===== config.mk =====
export PLATFORM = sky130hd
export DESIGN_NAME = ldst_stream_port_flat
export DESIGN_NICKNAME = d
export VERILOG_FILES = /design/src/rtl/ldst_stream_port_if.sv /design/src/rtl/ldst_stream_port.sv /design/src/flat_wrapper.sv
export SDC_FILE = /design/constraint.sdc
export NUM_CORES = 1
export LEC_CHECK = 0
export BUFFER_PORTS_ARGS = -buffer_cell sky130_fd_sc_hd__buf_4
export CORE_MARGIN = 4
export CORE_UTILIZATION = 35
export DETAILED_ROUTE_END_ITERATION = 7
export PLACE_DENSITY = 0.55
export SETUP_SLACK_MARGIN = 0.3
export SYNTH_ARGS = -nofsm -noshare
export SYNTH_HDL_FRONTEND = slang
export SYNTH_SLANG_ARGS = --single-unit

===== constraint.sdc =====
create_clock -name clock -period 2.5 [get_ports clock]
set_clock_uncertainty 0.05 [all_clocks]
set_input_delay 0.5 -clock clock [delete_from_list [all_inputs] [get_ports clock]]
set_output_delay 0.5 -clock clock [all_outputs]
set_load 0.02 [all_outputs]

===== src/rtl/ldst_stream_port_if.sv =====
// Bus bundle for the byte-stream port: sequencer I/O strobes plus the
// external TX/RX valid/ready streams. "slave" is the peripheral's view,
// "master" is the view of whatever drives the sequencer and the streams.
interface ldst_stream_port_if;
  logic       clock_enable;
  logic [7:0] io_bus_address;
  logic [7:0] io_bus_data_out;
  logic       io_bus_out;
  logic       io_bus_in;
  logic [7:0] io_bus_data_in;
  logic [7:0] tx_data;
  logic       tx_valid;
  logic       tx_ready;
  logic [7:0] rx_data;
  logic       rx_valid;
  logic       rx_ready;

  modport slave (
    input  clock_enable, io_bus_address, io_bus_data_out, io_bus_out, io_bus_in,
    input  tx_ready, rx_data, rx_valid,
    output io_bus_data_in, tx_data, tx_valid, rx_ready
  );

  modport master (
    output clock_enable, io_bus_address, io_bus_data_out, io_bus_out, io_bus_in,
    output tx_ready, rx_data, rx_valid,
    input  io_bus_data_in, tx_data, tx_valid, rx_ready
  );
endinterface


===== src/rtl/ldst_stream_port.sv =====
// Byte-stream I/O peripheral: TX FIFO fed by sequencer stores to DATA and
// drained by a valid/ready stream, RX FIFO filled by a valid/ready stream and
// drained by sequencer loads from DATA. STATUS holds sticky error flags (W1C),
// COUNT reports both fill levels. Read data is zero when unselected so several
// peripherals can be OR-merged onto the sequencer's read bus.
module ldst_stream_port #(
  parameter logic [7:0] BASE_ADDRESS = 8'h10,
  parameter int         FIFO_DEPTH   = 4
) (
  input logic                clock,
  input logic                reset,
  ldst_stream_port_if.slave  bus
);

  localparam int         PTR_W       = (FIFO_DEPTH == 2) ? 1 : (FIFO_DEPTH == 4) ? 2 : 3;
  localparam logic [3:0] DEPTH_CNT   = 4'(FIFO_DEPTH);
  localparam logic [7:0] DATA_ADDR   = BASE_ADDRESS;
  localparam logic [7:0] STATUS_ADDR = BASE_ADDRESS + 8'd1;
  localparam logic [7:0] COUNT_ADDR  = BASE_ADDRESS + 8'd2;

  // Reject configurations the pointer/count widths are not sized for, and
  // addresses that would collide with the sequencer's internal range.
  generate
    if (!(FIFO_DEPTH == 2 || FIFO_DEPTH == 4 || FIFO_DEPTH == 8) ||
        BASE_ADDRESS < 8'h04 || BASE_ADDRESS > 8'hFD) begin : g_bad_param
      $error("ldst_stream_port: illegal BASE_ADDRESS or FIFO_DEPTH");
    end
  endgenerate

  // FIFO storage and state
  logic [7:0]       tx_mem [FIFO_DEPTH];
  logic [7:0]       rx_mem [FIFO_DEPTH];
  logic [PTR_W-1:0] tx_rd_ptr_reg, tx_wr_ptr_reg;
  logic [PTR_W-1:0] rx_rd_ptr_reg, rx_wr_ptr_reg;
  logic [3:0]       tx_count_reg, rx_count_reg;
  logic             tx_drop_reg, rx_underflow_reg;

  // Decoded status
  logic tx_empty, tx_full, rx_nonempty, rx_full;
  assign tx_empty    = (tx_count_reg == 4'd0);
  assign tx_full     = (tx_count_reg == DEPTH_CNT);
  assign rx_nonempty = (rx_count_reg != 4'd0);
  assign rx_full     = (rx_count_reg == DEPTH_CNT);

  // Sequencer-side register accesses, all qualified by clock_enable
  logic wr_data, rd_data, wr_status;
  assign wr_data   = bus.clock_enable & bus.io_bus_out & (bus.io_bus_address == DATA_ADDR);
  assign rd_data   = bus.clock_enable & bus.io_bus_in  & (bus.io_bus_address == DATA_ADDR);
  assign wr_status = bus.clock_enable & bus.io_bus_out & (bus.io_bus_address == STATUS_ADDR);

  // Push/pop qualifiers. A push into a full TX is rejected on the pre-edge
  // fullness, so a same-cycle stream pop does not rescue it.
  logic tx_push, tx_pop, rx_push, rx_pop;
  assign tx_push = wr_data & ~tx_full;
  assign tx_pop  = ~tx_empty & bus.tx_ready;
  assign rx_push = bus.rx_valid & bus.rx_ready;
  assign rx_pop  = rd_data & rx_nonempty;

  // Stream-side outputs; rx_ready is forced low while reset is held
  assign bus.tx_valid = ~tx_empty;
  assign bus.tx_data  = tx_empty ? 8'h00 : tx_mem[tx_rd_ptr_reg];
  assign bus.rx_ready = reset & ~rx_full;

  // Sticky flags: clear via W1C first, then set, so a same-cycle set wins
  logic tx_drop_next, rx_underflow_next;
  always_comb begin
    tx_drop_next      = tx_drop_reg;
    rx_underflow_next = rx_underflow_reg;
    if (wr_status && bus.io_bus_data_out[4]) tx_drop_next = 1'b0;
    if (wr_status && bus.io_bus_data_out[5]) rx_underflow_next = 1'b0;
    if (wr_data && tx_full)                  tx_drop_next = 1'b1;
    if (rd_data && !rx_nonempty)             rx_underflow_next = 1'b1;
  end

  // Combinational register read, zero when no register is selected
  always_comb begin
    bus.io_bus_data_in = 8'h00;
    if (bus.io_bus_address == DATA_ADDR) begin
      bus.io_bus_data_in = rx_nonempty ? rx_mem[rx_rd_ptr_reg] : 8'h00;
    end else if (bus.io_bus_address == STATUS_ADDR) begin
      bus.io_bus_data_in = {2'b00, rx_underflow_reg, tx_drop_reg,
                            rx_full, tx_empty, tx_full, rx_nonempty};
    end else if (bus.io_bus_address == COUNT_ADDR) begin
      bus.io_bus_data_in = {rx_count_reg, tx_count_reg};
    end
  end

  // FIFO payload storage; contents need no reset since pointers/counts gate them
  always_ff @(posedge clock) begin
    if (tx_push) tx_mem[tx_wr_ptr_reg] <= bus.io_bus_data_out;
    if (rx_push) rx_mem[rx_wr_ptr_reg] <= bus.rx_data;
  end

  // Pointers, counts and sticky flags; pointers wrap naturally at FIFO_DEPTH
  always_ff @(posedge clock or negedge reset) begin
    if (!reset) begin
      tx_rd_ptr_reg    <= '0;
      tx_wr_ptr_reg    <= '0;
      rx_rd_ptr_reg    <= '0;
      rx_wr_ptr_reg    <= '0;
      tx_count_reg     <= 4'd0;
      rx_count_reg     <= 4'd0;
      tx_drop_reg      <= 1'b0;
      rx_underflow_reg <= 1'b0;
    end else begin
      if (tx_push) tx_wr_ptr_reg <= tx_wr_ptr_reg + PTR_W'(1);
      if (tx_pop)  tx_rd_ptr_reg <= tx_rd_ptr_reg + PTR_W'(1);
      if (rx_push) rx_wr_ptr_reg <= rx_wr_ptr_reg + PTR_W'(1);
      if (rx_pop)  rx_rd_ptr_reg <= rx_rd_ptr_reg + PTR_W'(1);
      tx_count_reg     <= tx_count_reg + {3'b000, tx_push} - {3'b000, tx_pop};
      rx_count_reg     <= rx_count_reg + {3'b000, rx_push} - {3'b000, rx_pop};
      tx_drop_reg      <= tx_drop_next;
      rx_underflow_reg <= rx_underflow_next;
    end
  end

endmodule


===== src/flat_wrapper.sv =====
// flat-port wrapper written by rule: the top's interface ports become plain ports
module ldst_stream_port_flat 
#(
  parameter logic [7:0] BASE_ADDRESS = 8'h10,
  parameter int         FIFO_DEPTH   = 4
)
  (clock, reset, bus_clock_enable, bus_io_bus_address, bus_io_bus_data_out, bus_io_bus_out, bus_io_bus_in, bus_tx_ready, bus_rx_data, bus_rx_valid, bus_io_bus_data_in, bus_tx_data, bus_tx_valid, bus_rx_ready);
  ldst_stream_port_if bus_i ();
  input logic clock;
  input logic reset;
  input wire logic [$bits(bus_i.clock_enable)-1:0] bus_clock_enable;
  input wire logic [$bits(bus_i.io_bus_address)-1:0] bus_io_bus_address;
  input wire logic [$bits(bus_i.io_bus_data_out)-1:0] bus_io_bus_data_out;
  input wire logic [$bits(bus_i.io_bus_out)-1:0] bus_io_bus_out;
  input wire logic [$bits(bus_i.io_bus_in)-1:0] bus_io_bus_in;
  input wire logic [$bits(bus_i.tx_ready)-1:0] bus_tx_ready;
  input wire logic [$bits(bus_i.rx_data)-1:0] bus_rx_data;
  input wire logic [$bits(bus_i.rx_valid)-1:0] bus_rx_valid;
  output wire logic [$bits(bus_i.io_bus_data_in)-1:0] bus_io_bus_data_in;
  output wire logic [$bits(bus_i.tx_data)-1:0] bus_tx_data;
  output wire logic [$bits(bus_i.tx_valid)-1:0] bus_tx_valid;
  output wire logic [$bits(bus_i.rx_ready)-1:0] bus_rx_ready;
  assign bus_i.clock_enable = bus_clock_enable;
  assign bus_i.io_bus_address = bus_io_bus_address;
  assign bus_i.io_bus_data_out = bus_io_bus_data_out;
  assign bus_i.io_bus_out = bus_io_bus_out;
  assign bus_i.io_bus_in = bus_io_bus_in;
  assign bus_i.tx_ready = bus_tx_ready;
  assign bus_i.rx_data = bus_rx_data;
  assign bus_i.rx_valid = bus_rx_valid;
  assign bus_io_bus_data_in = bus_i.io_bus_data_in;
  assign bus_tx_data = bus_i.tx_data;
  assign bus_tx_valid = bus_i.tx_valid;
  assign bus_rx_ready = bus_i.rx_ready;
  ldst_stream_port #(.BASE_ADDRESS(BASE_ADDRESS), .FIFO_DEPTH(FIFO_DEPTH)) u_core (.clock(clock), .reset(reset), .bus(bus_i));
endmodule

# Yosys cells after proc, flatten, opt, wreduce, memory -nomap -nowiden
# Memory sizes are Yosys's and may differ from the RTL's.
# Cells that the tools add are included.
# totals
out_inout_bits,18
n_memories,2
mem_bits_rw,64
ff_bits,18
in_bits,31
elab_cells,58
# mem_list
name,depth,width,read_ports,rd_clocked_by_memory_dff,write_ports,line,text
u_core.rx_mem,4,8,1,0,1,ldst_stream_port.sv:32,logic [7:0] rx_mem [FIFO_DEPTH];
u_core.tx_mem,4,8,1,0,1,ldst_stream_port.sv:31,logic [7:0] tx_mem [FIFO_DEPTH];
# classes
add_sub_neg,8
eq_ne,5
muxes,13
reduce_logical,9
n_bitwise,13
# op_table
operator,count
two-way mux 8 bit,5
"equality test 8 x 5 -> 1 bit, second input constant",3
bitwise AND 1 bit,10
"adder 2 x 1 -> 2 bit, second input constant",4
adder 4 x 1 -> 4 bit,2
"equality test 4 x 3 -> 1 bit, second input constant",2
two-way mux 1 bit,8
subtractor 4 x 1 -> 4 bit,2
logical AND 1 bit,4
logical NOT 4 bit,1
nonzero test 2 bit,2
nonzero test 4 bit,1
inverter 1 bit,3
logical NOT 1 bit,1

# Depth between registers and ports, before layout
# logic_depth
depth_word,6
ltp_mapped,11
mapped_depth_nobuf,11

# Worst setup path before layout
# No wires, ideal clock.
# synth_path
path_type,input -> register
startpoint,input bus_io_bus_address[5]
endpoint,register u_core.rx_count_reg[2]
t_arrival_ns,2.476
path_stages,8
slack_ns,-0.148
path_buffers,0
setup_ns,0.123
required_time_ns,2.327
cell_sequence,or4b_4 nor3_4 and3_4 ha_1 inv_1 ha_1 fa_1 xor2_1
# synth_between
elab_chain_len,4
# synth_lines
element,line,text
start: declaration,flat_wrapper.sv:12,input wire logic [$bits(bus_i.io_bus_address)-1:0] bus_io_bus_address;
equality test 8 x 5 -> 1 bit,ldst_stream_port.sv:48,assign rd_data = bus.clock_enable & bus.io_bus_in & (bus.io_bus_address == DATA_ADDR);
bitwise AND 1 bit,ldst_stream_port.sv:48,
bitwise AND 1 bit,ldst_stream_port.sv:57,assign rx_pop = rd_data & rx_nonempty;
net u_core.rx_pop,ldst_stream_port.sv:53,"logic tx_push, tx_pop, rx_push, rx_pop;"
subtractor 4 x 1 -> 4 bit,ldst_stream_port.sv:111,"rx_count_reg <= rx_count_reg + {3'b000, rx_push} - {3'b000, rx_pop};"
end signal: assignment,ldst_stream_port.sv:111,
end: declaration,ldst_stream_port.sv:35,"logic [3:0] tx_count_reg, rx_count_reg;"
# The timed path passes the listed nets, and every way through them passes these cells.
# A chain may end at the register's enable or synchronous reset.

# Worst setup path after layout
# layout_path
startpoint,register u_core.rx_count_reg[3]
endpoint,output bus_io_bus_data_in[4]
# layout_between
elab_chain_len,3
# layout_lines
element,line,text
nonzero test 4 bit,ldst_stream_port.sv:42,assign rx_nonempty = (rx_count_reg != 4'd0);
two-way mux 8 bit,ldst_stream_port.sv:79,bus.io_bus_data_in = rx_nonempty ? rx_mem[rx_rd_ptr_reg] : 8'h00;
two-way mux 8 bit,ldst_stream_port.sv:78,if (bus.io_bus_address == DATA_ADDR) begin
end: declaration,flat_wrapper.sv:19,output wire logic [$bits(bus_i.io_bus_data_in)-1:0] bus_io_bus_data_in;
# No other way between the ends.

==> results.py <==
metrics = {
    "synthesis": {
        "async_flop_share_pct": 22.0,
        "synth_area_per_cell_um2": 16.4,
        "synth_ff_type": "edfxtp_1",
        "ys_ff_latch": 82,
        "yosys_warnings": 0,
        "netlist_top_cells_area": "edfxtp_1 (52%), dfrtp_1 (12%), mux4_2 (9.7%)",
        "synth_area_leader_cell": "edfxtp_1",
        "syn_area_um2": 3700,
        "synthDistinctLibCells": 38,
        "syn_inst": 225,
        "synth_edf_count": 64,
        "yosysSeqAreaShare_pct": 64.2,
        "synth_top_area_share_pct": 52.0,
        "synth_fp_nets": 278,
    },
    "place": {
        "placed_area_um2": 4330,
        "dp_hpwl_mm": 5.19,
        "gp_congestion": 0.730,
        "portBuffers": 48,
    },
    "detailed_routing": {
        "postRouteAntennaNets": 0,
        "wirelength_mm": 7.90,
        "drtIter0Drc": 88,
        "dr.pass1.iters": 4,
        "vias": 2152,
        "drc": 0,
        "viasPerCell": 4.72,
        "drt-wirelength-per-cell_um": 17.3,
    },
    "clock_network": {
        "cts_root_buf": "clkbuf_8",
        "clock_sinks": 82,
        "cts_buffers": 9,
        "insertion_delay_ps": 350,
        "cts_max_path_buffers": 2,
        "cts-hold-fix-buffers": 0,
        "h-tree-depth": 3,
        "clk_pin_slew_ps": 90,
        "cts_tree": "done",
    },
    "layout": {
        "final_area_um2": 5100,
        "layout-drive-gt1-share_pct": 55.6,
        "reg.largest.list": "u_core.rx_mem x32, u_core.tx_mem x32",
        "n_antenna_cell": 0,
        "area_growth_pct": 37.9,
        "nets": 368,
    },
    "global_route": {
        "grtUsageTotal_pct": 12.8,
        "grt_first_pass_wirelength_mm": 12.1,
        "grt_overflow": 0,
        "antenna_found_initial": 0,
        "grt_pass1_vias": 2265,
        "grt_max_degree": 20,
    },
    "timing": {
        "tightest_slew_ps": 490,
        "fin_tns_setup_ps": 0,
        "setup_viol": 0,
        "layout_min_cycle_time_ps": 2480,
        "min_period_over_period_pct": 99.1,
        "hold_viol": 0,
        "max_freq_mhz": 404,
        "grt_setup_unrepaired": "yes",
        "drv_slew": 0,
        "worst_slew_margin_rel_pct": 67.3,
    },
    "min_path": {
        "hold_class": "input port to asynchronous set/reset pin",
    },
    "pwr": {
        "p_sw_w": 0.00142,
        "p_leak_nw": 2.04,
        "switching_share_pct": 32.2,
        "p_comb_share_pct": 39.3,
        "power_frac_clock_pct": 19.7,
        "p_per_area_nw_per_um2": 867,
        "p_seq_share_pct": 41.0,
        "internal-power_w": 0.00300,
        "peakVddDrop_uv": 384,
    },
    "die": {
        "start_util_pct": 35.8,
        "dieArea_um2": 12300,
        "die_w_um": 111,
        "io-pin-count": 49,
        "die_h_um": 111,
        "core-area_um2": 10300,
        "rows": 37,
    },
    "critical_path": {
        "crit_path_start_kind": "flop",
        "crit_type": "flop to output pin",
        "cp.required_ps": 1950,
        "worst_ep_arrival_time_ps": 1930,
        "critPathMaxFanout": 5,
        "end_kind": "output pin",
    },
    "status": {
        "outcome": "complete, no violations",
    },
    "job": {
        "maxCapViolations": 0,
    },
}
## metal layers
layer	vias up	track usage (%)	share of wire [%]
li1	1022	-	-
met1	1079	17.4	45
met2	42	20.4	51
met3	9	2.95	3.1
met4	0	4.19	1.0
met5	-	0	0
## cell usage in the layout, fill, tap and decap left out, types with 3 or more instances in the layout
master,count
a22o_1,3
a22oi_1,3
and2_1,5
and2_4,4
and3_1,3
buf_4,62
buf_6,21
clkbuf_8,9
clkinv_4,3
dfrtp_1,15
dfrtp_2,3
edfxtp_1,64
ha_1,13
ha_4,7
inv_1,10
inv_2,6
mux4_2,16
nand2_1,3
nand2_4,6
nand4_1,3
nor2_1,3
nor2b_4,7
xnor2_1,4
xor2_1,5
## power by group through the flow
stage / combinational (W) / clock, W / sequential, W
CTS: 0.00150 / 0.000901 / 0.00181
global route: 0.00190 / 0.000970 / 0.00183
global placement: 0.00116 / 0 / 0.00181
finish: 0.00174 / 0.000872 / 0.00181
detailed placement: 0.00118 / 0 / 0.00181
floorplan: 0.000842 / 0 / 0.00174
## critical path, stage by stage (launching register included)
cell	delay, ps
dfrtp_1	410
inv_2	90
ha_4	120
nor3b_2	160
buf_4	150
nor3_4	40
buf_6	120
a222oi_1	240
inv_1	110
buf_6	140
## synthesized netlist by cell type (3+ instances only)
cell and instances:
nand2_1 11, clkbuf_1 6, dfrtp_1 18, and3_1 4, xor2_1 5, inv_1 18, a22o_1 3, and2_1 9
a22oi_1 3, nand4_1 3, nor2_1 4, xnor2_1 4, nor2b_1 9, ha_1 20, mux4_2 16, edfxtp_1 64
## layout make-up
type | count | area [um^2]
Multi-Input combinational cell | 116 | 1490
Fill cell | 886 | 5230
Tap cell | 136 | 170
Clock buffer | 10 | 128
Sequential cell | 82 | 2380
Clock inverter | 6 | 50.0
Timing Repair Buffer | 88 | 812
Inverter | 18 | 75.1
## per-stage QoR
step	utilization (%)	worst slack, ps	hold slack [ps]	total power [W]	instances
final	49.4	22.6	67.7	0.00442	456
after global routing	49.4	-96.4	64.0	0.00471	456
after CTS	46.4	2.95	67.6	0.00421	447
after detailed placement	42.0	-95.8	455	0.00299	415
after global placement	42.0	-80.8	452	0.00298	415
after floorplan	-	-98.7	154	0.00258	225
## cells by family after synthesis
logic type	Yosys count	share of synthesized area, %
AOI/OAI and AO/OA	14	2.98
xor gates and xnor gates	10	2.57
adders and majority gates	22	7.85
buffers and inverters	27	3.01
DFF	82	64.2
muxes	18	10.5
and+or+nand+nor	52	8.97
## path summary, 6_finish.rpt
check | start | to | slack, ps | depth (start not counted)
worst max-delay path | u_core.rx_count_reg[3] | bus_io_bus_data_in[4] | 20 | 9
worst min-delay path | reset | u_core.rx_count_reg[3] | 70 | 2
worst max register to register | u_core.rx_count_reg[2] | u_core.rx_count_reg[3] | 240 | 12
worst min register to register | u_core.tx_drop_reg | u_core.tx_drop_reg | 490 | 1
max in group asynchronous | reset | u_core.tx_rd_ptr_reg[0] | 2090 | 2
min in group clock | bus_io_bus_data_out[0] | u_core.tx_mem[2][0] | 300 | 1
## repair_timing
action,in CTS,in global routing
gates resized for setup,31,59
setup buffers,14,9
endpoints found under the setup margin,24,56
pin swaps,10,9
cloned,2,0
No activity file was read; power rests on OpenSTA's default activity.
